==> src/rtl/imem_load_ctrl_pkg.sv <==
// Shared types and constants for the instruction-memory load controller.
// Contents:
//   IMEM_DEPTH       default instruction memory depth in 32-bit words
//   IMEM_DATA_W      memory word width
//   imem_ld_state_t  controller FSM states
//   byte_addr()      turns a word index into a word-aligned byte address
package imem_ctrl_pkg;

  localparam int IMEM_DEPTH  = 64;
  localparam int IMEM_DATA_W = 32;

  typedef enum logic [1:0] {
    IDLE   = 2'd0,
    LOAD   = 2'd1,
    VERIFY = 2'd2,
    DONE   = 2'd3
  } imem_ld_state_t;

  // Word index to byte address; the two low byte bits are always zero.
  function automatic logic [31:0] byte_addr(input logic [29:0] word_idx);
    return {word_idx, 2'b00};
  endfunction

endpackage

==> src/rtl/imem_load_ctrl_if.sv <==
// Loader stream plus instruction-memory port bundle.
// Signals:
//   ld_valid / ld_data / ld_ready   loader word handshake (loader -> controller)
//   mem_addr / mem_wdata / mem_we   memory address and write port (controller -> memory)
//   mem_rdata                       asynchronous read data (memory -> controller)
// Modports:
//   master  environment side: loader source and memory model
//   slave   controller side
interface imem_load_ctrl_if;
  import imem_ctrl_pkg::*;

  logic                   ld_valid;
  logic [IMEM_DATA_W-1:0] ld_data;
  logic                   ld_ready;
  logic [31:0]            mem_addr;
  logic [IMEM_DATA_W-1:0] mem_wdata;
  logic                   mem_we;
  logic [IMEM_DATA_W-1:0] mem_rdata;

  modport master (
    output ld_valid, ld_data, mem_rdata,
    input  ld_ready, mem_addr, mem_wdata, mem_we
  );

  modport slave (
    input  ld_valid, ld_data, mem_rdata,
    output ld_ready, mem_addr, mem_wdata, mem_we
  );

endinterface

==> src/rtl/imem_csum_acc.sv <==
// 32-bit XOR accumulator with synchronous clear and enable.
// Ports:
//   clk, rst_n  clock and asynchronous active-low reset (clears the sum)
//   clr_i       clear the sum to zero (takes priority over en_i)
//   en_i        fold data_i into the sum
//   data_i      word to accumulate
//   acc_o       current registered sum
module imem_csum_acc
  import imem_ctrl_pkg::*;
(
  input  logic                   clk,
  input  logic                   rst_n,
  input  logic                   clr_i,
  input  logic                   en_i,
  input  logic [IMEM_DATA_W-1:0] data_i,
  output logic [IMEM_DATA_W-1:0] acc_o
);

  logic [IMEM_DATA_W-1:0] acc_q;
  logic [IMEM_DATA_W-1:0] acc_d;

  // Next sum: clear wins, otherwise fold in the new word when enabled.
  always_comb begin
    acc_d = acc_q;
    if (clr_i) begin
      acc_d = {IMEM_DATA_W{1'b0}};
    end else if (en_i) begin
      acc_d = acc_q ^ data_i;
    end else begin
      acc_d = acc_q;
    end
  end

  // Sum register.
  always_ff @(posedge clk or negedge rst_n) begin
    if (!rst_n) begin
      acc_q <= {IMEM_DATA_W{1'b0}};
    end else begin
      acc_q <= acc_d;
    end
  end

  assign acc_o = acc_q;

endmodule

==> src/rtl/imem_load_ctrl.sv <==
// Instruction-memory port owner shared between CPU fetch and a program loader.
// In IDLE the memory address follows fetch_pc_i. An accepted load stalls the CPU,
// writes ld_count_i words from the loader stream starting at ld_base_i, reads them
// back through the async read port and compares XOR checksums before releasing the CPU.
// Ports:
//   clk, rst_n    clock and asynchronous active-low reset
//   fetch_pc_i    CPU fetch byte address, forwarded to memory while idle
//   ld_start_i    load request, only sampled in IDLE
//   ld_base_i     load byte base address (bits [1:0] ignored)
//   ld_count_i    number of words to load
//   bus           loader handshake and memory port (slave modport)
//   cpu_stall_o   CPU must hold its PC
//   ld_busy_o     load or readback in progress
//   ld_done_o     one-cycle pulse at the end of every accepted load request
//   ld_error_o    sticky range-fault / checksum-mismatch flag
module imem_load_ctrl
  import imem_ctrl_pkg::*;
#(
  parameter int DEPTH = IMEM_DEPTH,
  parameter int CNT_W = $clog2(DEPTH) + 1
) (
  input  logic                   clk,
  input  logic                   rst_n,
  input  logic [31:0]            fetch_pc_i,
  input  logic                   ld_start_i,
  input  logic [31:0]            ld_base_i,
  input  logic [CNT_W-1:0]       ld_count_i,
  imem_load_ctrl_if.slave        bus,
  output logic                   cpu_stall_o,
  output logic                   ld_busy_o,
  output logic                   ld_done_o,
  output logic                   ld_error_o
);

  imem_ld_state_t   state_q, state_d;
  logic [CNT_W-1:0] idx_q, idx_d;
  logic [CNT_W-1:0] bw_q, bw_d;
  logic [CNT_W-1:0] cnt_q, cnt_d;
  logic             err_q, err_d;

  logic                   acc_clr_s;
  logic                   csum_en_s;
  logic                   vsum_en_s;
  logic [IMEM_DATA_W-1:0] csum_s;
  logic [IMEM_DATA_W-1:0] vsum_s;
  logic [IMEM_DATA_W-1:0] vsum_final_s;
  logic [31:0]            end_word_s;
  logic                   range_fault_s;
  logic                   last_s;
  logic [CNT_W-1:0]       word_idx_s;

  // The range check uses the full 30-bit base word so a huge base cannot alias
  // into range through truncation; only in-range loads ever use the latched index.
  assign end_word_s    = (ld_base_i >> 2) + 32'(ld_count_i);
  assign range_fault_s = (end_word_s > 32'(DEPTH));
  assign last_s        = (idx_q == (cnt_q - CNT_W'(1'b1)));
  assign word_idx_s    = bw_q + idx_q;
  // Readback sum including the word presented this cycle.
  assign vsum_final_s  = vsum_s ^ bus.mem_rdata;

  // Checksum of the words accepted from the loader.
  imem_csum_acc u_csum (
    .clk    (clk),
    .rst_n  (rst_n),
    .clr_i  (acc_clr_s),
    .en_i   (csum_en_s),
    .data_i (bus.ld_data),
    .acc_o  (csum_s)
  );

  // Checksum of the words read back from memory.
  imem_csum_acc u_vsum (
    .clk    (clk),
    .rst_n  (rst_n),
    .clr_i  (acc_clr_s),
    .en_i   (vsum_en_s),
    .data_i (bus.mem_rdata),
    .acc_o  (vsum_s)
  );

  // FSM next-state, index/latch updates and error flag.
  always_comb begin
    state_d   = state_q;
    idx_d     = idx_q;
    bw_d      = bw_q;
    cnt_d     = cnt_q;
    err_d     = err_q;
    acc_clr_s = 1'b0;
    csum_en_s = 1'b0;
    vsum_en_s = 1'b0;
    case (state_q)
      IDLE: begin
        if (ld_start_i) begin
          bw_d      = ld_base_i[CNT_W+1:2];
          cnt_d     = ld_count_i;
          idx_d     = {CNT_W{1'b0}};
          acc_clr_s = 1'b1;
          if (range_fault_s) begin
            err_d   = 1'b1;
            state_d = DONE;
          end else if (ld_count_i == {CNT_W{1'b0}}) begin
            err_d   = 1'b0;
            state_d = DONE;
          end else begin
            err_d   = 1'b0;
            state_d = LOAD;
          end
        end else begin
          state_d = IDLE;
        end
      end
      LOAD: begin
        if (bus.ld_valid) begin
          csum_en_s = 1'b1;
          if (last_s) begin
            idx_d   = {CNT_W{1'b0}};
            state_d = VERIFY;
          end else begin
            idx_d   = idx_q + CNT_W'(1'b1);
          end
        end else begin
          state_d = LOAD;
        end
      end
      VERIFY: begin
        vsum_en_s = 1'b1;
        if (last_s) begin
          idx_d   = {CNT_W{1'b0}};
          state_d = DONE;
          if (vsum_final_s != csum_s) begin
            err_d = 1'b1;
          end else begin
            err_d = err_q;
          end
        end else begin
          idx_d = idx_q + CNT_W'(1'b1);
        end
      end
      DONE: begin
        state_d = IDLE;
      end
      default: begin
        state_d = IDLE;
      end
    endcase
  end

  // State, index, latched request and error registers.
  always_ff @(posedge clk or negedge rst_n) begin
    if (!rst_n) begin
      state_q <= IDLE;
      idx_q   <= {CNT_W{1'b0}};
      bw_q    <= {CNT_W{1'b0}};
      cnt_q   <= {CNT_W{1'b0}};
      err_q   <= 1'b0;
    end else begin
      state_q <= state_d;
      idx_q   <= idx_d;
      bw_q    <= bw_d;
      cnt_q   <= cnt_d;
      err_q   <= err_d;
    end
  end

  // Memory port mux: fetch owns the port unless a load or readback is running.
  // The write enable follows ld_valid directly so a word is written the cycle it is accepted.
  always_comb begin
    bus.mem_addr  = fetch_pc_i;
    bus.mem_wdata = {IMEM_DATA_W{1'b0}};
    bus.mem_we    = 1'b0;
    bus.ld_ready  = 1'b0;
    case (state_q)
      LOAD: begin
        bus.mem_addr  = byte_addr(30'(word_idx_s));
        bus.mem_wdata = bus.ld_data;
        bus.mem_we    = bus.ld_valid;
        bus.ld_ready  = 1'b1;
      end
      VERIFY: begin
        bus.mem_addr  = byte_addr(30'(word_idx_s));
      end
      default: begin
        bus.mem_addr  = fetch_pc_i;
      end
    endcase
  end

  assign cpu_stall_o = (state_q != IDLE);
  assign ld_busy_o   = (state_q != IDLE);
  assign ld_done_o   = (state_q == DONE);
  assign ld_error_o  = err_q;

endmodule

==> src/flat_wrapper.sv <==
// flat-port wrapper written by rule: the top's interface ports become plain ports
module imem_load_ctrl_flat import imem_ctrl_pkg::*;
#(
  parameter int DEPTH = IMEM_DEPTH,
  parameter int CNT_W = $clog2(DEPTH) + 1
)
  (clk, rst_n, fetch_pc_i, ld_start_i, ld_base_i, ld_count_i, cpu_stall_o, ld_busy_o, ld_done_o, ld_error_o, bus_ld_valid, bus_ld_data, bus_mem_rdata, bus_ld_ready, bus_mem_addr, bus_mem_wdata, bus_mem_we);
  imem_load_ctrl_if bus_i ();
  input  logic clk;
  input  logic rst_n;
  input  logic [31:0] fetch_pc_i;
  input  logic ld_start_i;
  input  logic [31:0] ld_base_i;
  input  logic [CNT_W-1:0] ld_count_i;
  output logic cpu_stall_o;
  output logic ld_busy_o;
  output logic ld_done_o;
  output logic ld_error_o;
  input wire logic [$bits(bus_i.ld_valid)-1:0] bus_ld_valid;
  input wire logic [$bits(bus_i.ld_data)-1:0] bus_ld_data;
  input wire logic [$bits(bus_i.mem_rdata)-1:0] bus_mem_rdata;
  output wire logic [$bits(bus_i.ld_ready)-1:0] bus_ld_ready;
  output wire logic [$bits(bus_i.mem_addr)-1:0] bus_mem_addr;
  output wire logic [$bits(bus_i.mem_wdata)-1:0] bus_mem_wdata;
  output wire logic [$bits(bus_i.mem_we)-1:0] bus_mem_we;
  assign bus_i.ld_valid = bus_ld_valid;
  assign bus_i.ld_data = bus_ld_data;
  assign bus_i.mem_rdata = bus_mem_rdata;
  assign bus_ld_ready = bus_i.ld_ready;
  assign bus_mem_addr = bus_i.mem_addr;
  assign bus_mem_wdata = bus_i.mem_wdata;
  assign bus_mem_we = bus_i.mem_we;
  imem_load_ctrl #(.DEPTH(DEPTH), .CNT_W(CNT_W)) u_core (.clk(clk), .rst_n(rst_n), .fetch_pc_i(fetch_pc_i), .ld_start_i(ld_start_i), .ld_base_i(ld_base_i), .ld_count_i(ld_count_i), .bus(bus_i), .cpu_stall_o(cpu_stall_o), .ld_busy_o(ld_busy_o), .ld_done_o(ld_done_o), .ld_error_o(ld_error_o));
endmodule
==> config.mk <==
export PLATFORM = sky130hd
export DESIGN_NAME = imem_load_ctrl_flat
export DESIGN_NICKNAME = d
export VERILOG_FILES = /design/src/rtl/imem_load_ctrl_pkg.sv /design/src/rtl/imem_load_ctrl_if.sv /design/src/rtl/imem_csum_acc.sv /design/src/rtl/imem_load_ctrl.sv /design/src/flat_wrapper.sv
export SDC_FILE = /design/constraint.sdc
export NUM_CORES = 1
export LEC_CHECK = 0
export CAP_MARGIN = 30
export CELL_PAD_IN_SITES_DETAIL_PLACEMENT = 0
export CELL_PAD_IN_SITES_GLOBAL_PLACEMENT = 1
export CORE_UTILIZATION = 37
export DETAILED_ROUTE_END_ITERATION = 8
export PLACE_DENSITY_LB_ADDON = 0.1
export SYNTH_ARGS = -nofsm -noshare
export SYNTH_HDL_FRONTEND = slang
export SYNTH_HIERARCHICAL = 1
export SYNTH_SLANG_ARGS = --single-unit
export TNS_END_PERCENT = 50
==> constraint.sdc <==
create_clock -name clk -period 2.4 [get_ports clk]
set_input_delay 0.24 -clock clk [delete_from_list [all_inputs] [get_ports clk]]
set_output_delay 0.24 -clock clk [all_outputs]
set_load 0.02 [all_outputs]
==> metrics.md <==
| Metric | Value |
|---|---|
| Clock slew at the register clock pins of the worst setup and hold paths | `0.07 ns` |
| Die area | `20000 um^2` |
| Wire length after detailed routing | `20.4 mm` |
| Final hold slack | `-0.0388 ns` |
| Worst VDD drop | `0.697 mV` |
| Met3 Use GR | `0.0405` |
| Hold_buf cts | `0` |
| Ant. Diodes | `0` |
| Max FO, Critical Path | `2` |
| Area Growth Syn to Fin | `47.4%` |
| Total GRT Usage | `0.208` |
| Leak Pwr | `0.00468 uW` |
| Status | `finished, violations left` |
| Die Wd | `141 um` |
| Number of synthesized flops with an enable pin | `0` |
| Grt peak-use layer | `met2` |
| Ys Warns | `6` |
| Clk sinks | `88` |
| Worst slack at placement | `-0.676 ns` |
| Crit path arrival time | `2.20 ns` |
| Synth Register Bits | `88` |
| Number of H-tree levels | `3` |
| First-pass GRT wire length | `32.9 mm` |
| Vias in the first global route | `6617` |
| Pin slew with the least headroom to its limit | `0.822 ns` |
| Die Ht | `141 um` |
| Post-synthesis sequential area ratio | `0.306` |
| Tightest Hold Check Type | `input port to asynchronous set/reset pin` |
| Largest net degree at the start of global routing | `66` |
| CTS root buf | `clkbuf_16` |
| Post-synth net total | `854` |
| CP Capture Type | `output pin` |
| Violated checks | `hold timing, setup timing` |
| Via density | `5.19` |
| Crit. Startpoint | `u_core/idx_q[0]$_DFFE_PN0P_` |
| Filler Cell Count | `1691` |
| RR Endpoint | `u_core/ld_error_o$_DFFE_PN0P_` |
| Final setup margin | `-0.0378 ns` |
| Yosys top cell by area | `dfrtp_1` |
| Crit path cell chain | `ha_2 > buf_4 > a21o_1 > a21o_1 > a21o_1 > a21oi_2 > xnor2_1 > mux2_4 > buf_6` |
| Core ar. | `18900 um^2` |
| Post-synthesis async set-or-reset flop share | `1.00` |
| NumNets Final | `1127` |
| WL/cell | `16.6 um` |
| Area share of the largest cell type after synthesis | `0.306` |
| Cell Count Post-Placement | `1206` |
| Met2 Use GR | `0.372` |
| Crit start category | `flip-flop` |
| Max Root-Sink Buffers | `2` |
| Count of cell types in the netlist | `68` |
| Worst Skew | `0.0110 ns` |
| Initial antenna violation count | `0` |
| Share of post-route cells with drive strength above 1 | `0.256` |
| Worst-Skew Late Latency | `0.35 ns` |
| Unrepaired setup endpoints after global routing | `yes` |
| TritonCTS clock tree | `done` |
| P per Cell Area | `970 nW/um^2` |
| Most frequent CP cell | `a21o_1` |
| Top post-synthesis cells by area | `dfrtp_1, xnor3_1, a21bo_1, nand3b_1, a21oi_2` |
| Fin. Hold Viols | `17` |
| Final Instance Count excl. Fillers | `1230` |
| Worst r2r src | `u_core/cnt_q[0]$_DFFE_PN0P_` |
| Syn Inst Count | `693` |
| Met1 GRT Util | `0.254` |
| Post-Syn Area | `7190 um^2` |
| Worst reg-to-reg path cell count | `10` |
| Dpl hpwl | `15.3 mm` |
| FP Rows | `50` |
| Starting density of the core | `0.380` |
| Total number of vias | `6379` |
| Final slew viol count | `0` |
| Placer congestion estimate | `0.840` |
| Initial DRT Pass Iterations | `4` |
| CTS buffer count | `9` |
| Max Clk Rate | `0.410 GHz` |
| CP required | `2.16 ns` |
| Most used DFF post-synth | `dfrtp_1` |
| Tcrit/Tclk final | `1.02` |
| Average size of a mapped cell | `10.4 um^2` |
| Setup crit end | `bus_mem_addr[7]` |
| Slowest stage delay, CP | `0.40 ns` |
| Endpoints failing setup | `3` |
| Slowest-stage cell, CP | `dfrtp_1` |
| Total grt overflow | `0` |
| Io pins | `209` |
| Crit Path Class | `flip-flop to output pin` |
| Detailed Route Iter0 Violations | `218` |
| Number of port buffers | `206` |
| Max-Cap Viols | `0` |
| Detail Route Antenna Nets | `0` |
| Setup slack, reg-to-reg | `0.11 ns` |
| Fin crit period | `2.44 ns` |
| Slew headroom | `0.452` |
| Final routed DRC violation total | `0` |
-- sequential cells by signal, indices dropped and copies added, names as in the netlist --
name,cells
u_core/bw_q,7
u_core/idx_q,7
u_core/ld_error_o,1
u_core/state_q,2
u_core/u_csum/acc_o,32
u_core/cnt_q,7
u_core/u_vsum/acc_o,32
-- report_power, final --
part	internal [uW]	leakage [uW]	switching (uW)
clock	729	0.000132	605
sequential	1980	0.00114	420
combinational	3380	0.00341	3160
-- cells in the final DEF (no fill, tap or decap), types with 7 or more instances in the layout --
master and n:
a21o_1 7, nor2_1 17, xnor3_1 25, buf_4 82
xnor2_1 30, a21bo_2 8, a21oi_2 57, nor3_1 7
dlygate4sd2_1 19, ha_1 11, nand4_1 10, clkdlybuf4s50_1 158
nand3b_1 66, a21bo_1 56, dfrtp_1 88, o21ai_0 10
and2_1 32, dlymetal6s2s_1 20, a21oi_1 22, nand2_1 26
clkbuf_16 9, nor2b_1 28, inv_1 19, mux2_2 14
nand3_1 12
-- cells in the mapped netlist (3+ instances only) --
cell and number:
nand3_1 12, o211ai_1 3, dfrtp_1 88, nor2_1 17
nand4b_1 3, buf_6 9, and2_1 33, clkbuf_1 9
mux2i_1 5, nor3_1 10, nand4bb_1 3, nand2_1 26
a21oi_1 26, a31o_2 3, a21oi_2 53, nor3b_1 4
a21bo_2 8, buf_4 7, buf_2 6, ha_1 20
nand2b_1 4, nor4_1 9, xnor2_1 30, a211o_1 3
a21bo_1 56, o31ai_1 6, and3_2 4, xor2_1 6
mux2_2 16, nand4_1 10, o21ai_0 13, nand3b_1 66
o22ai_1 6, a21o_1 7, inv_1 19, or3_1 3
nor2b_1 28, xnor3_1 25
-- layout make-up --
type	instances	area, um^2	area share
clock buffers	11	243	0.0229
clock inverters	4	30.0	0.00283
inverters	20	76.3	0.00721
multi-input cells	554	4920	0.465
flip-flops and latches	88	2200	0.208
well taps	260	325	0.0307
repair buffers	293	2790	0.264
-- worst max-delay path, delay by kind of cell (launching register included) --
kind	cells	cell delay, ns
compound gates	4	0.66
xor+xnor	1	0.09
fa+ha+maj	1	0.19
buf+inv	2	0.25
flops	1	0.40
mux	1	0.26
-- what timing repair did --
item / CTS / global route
buffers inserted: 5 / 4
setup endpoints to repair: 36 / 61
pin swaps: 26 / 16
cloned: 0 / 0
resized for setup: 72 / 44
-- stage by stage --
stage                     setup TNS, ns   util  hold WS, ns  power [uW]  cell area [um^2]
final                           -0.0714  0.561      -0.0388       10300             10600
after global placement            -1.59  0.529        0.387        8770             10000
after global routing             -0.435  0.561       0.0593       11000             10600
after floorplan                       0      -      -0.0556        6510              7190
after detailed placement          -1.87  0.529        0.396        8920             10000
after CTS                       -0.0667  0.552       0.0219       10400             10400
-- cells by family after synthesis --
group / Yosys count / synth area share
AOI/OAI and AO/OA: 202 / 0.238
xor gates and xnor gates: 61 / 0.122
adders and majority gates: 22 / 0.0404
buffers and inverters: 51 / 0.0407
DFF: 88 / 0.306
muxes: 21 / 0.0320
and+or+nand+nor: 248 / 0.220
-- per-layer routing --
metal / share of wire / vias up
li1: - / 3079
met1: 0.43 / 3123
met2: 0.51 / 158
met3: 0.047 / 19
met4: 0.012 / 0
met5: 0 / -
-- how the worst min path moves through the flow --
stage | endpoint | from | slack [ns] | cells past startpoint
global placement | u_core/u_vsum/acc_o[16]$_DFFE_PN0P_ | rst_n | 0.39 | 1
detailed placement | u_core/u_csum/acc_o[13]$_DFFE_PN0P_ | rst_n | 0.40 | 1
global route | u_core/u_csum/acc_o[12]$_DFFE_PN0P_ | rst_n | 0.06 | 1
finish | u_core/u_csum/acc_o[13]$_DFFE_PN0P_ | rst_n | -0.04 | 1
floorplan | u_core/bw_q[0]$_DFFE_PN0P_ | rst_n | -0.06 | 0
CTS | u_core/u_csum/acc_o[13]$_DFFE_PN0P_ | rst_n | 0.02 | 1
No activity file was read; power rests on OpenSTA's default activity.
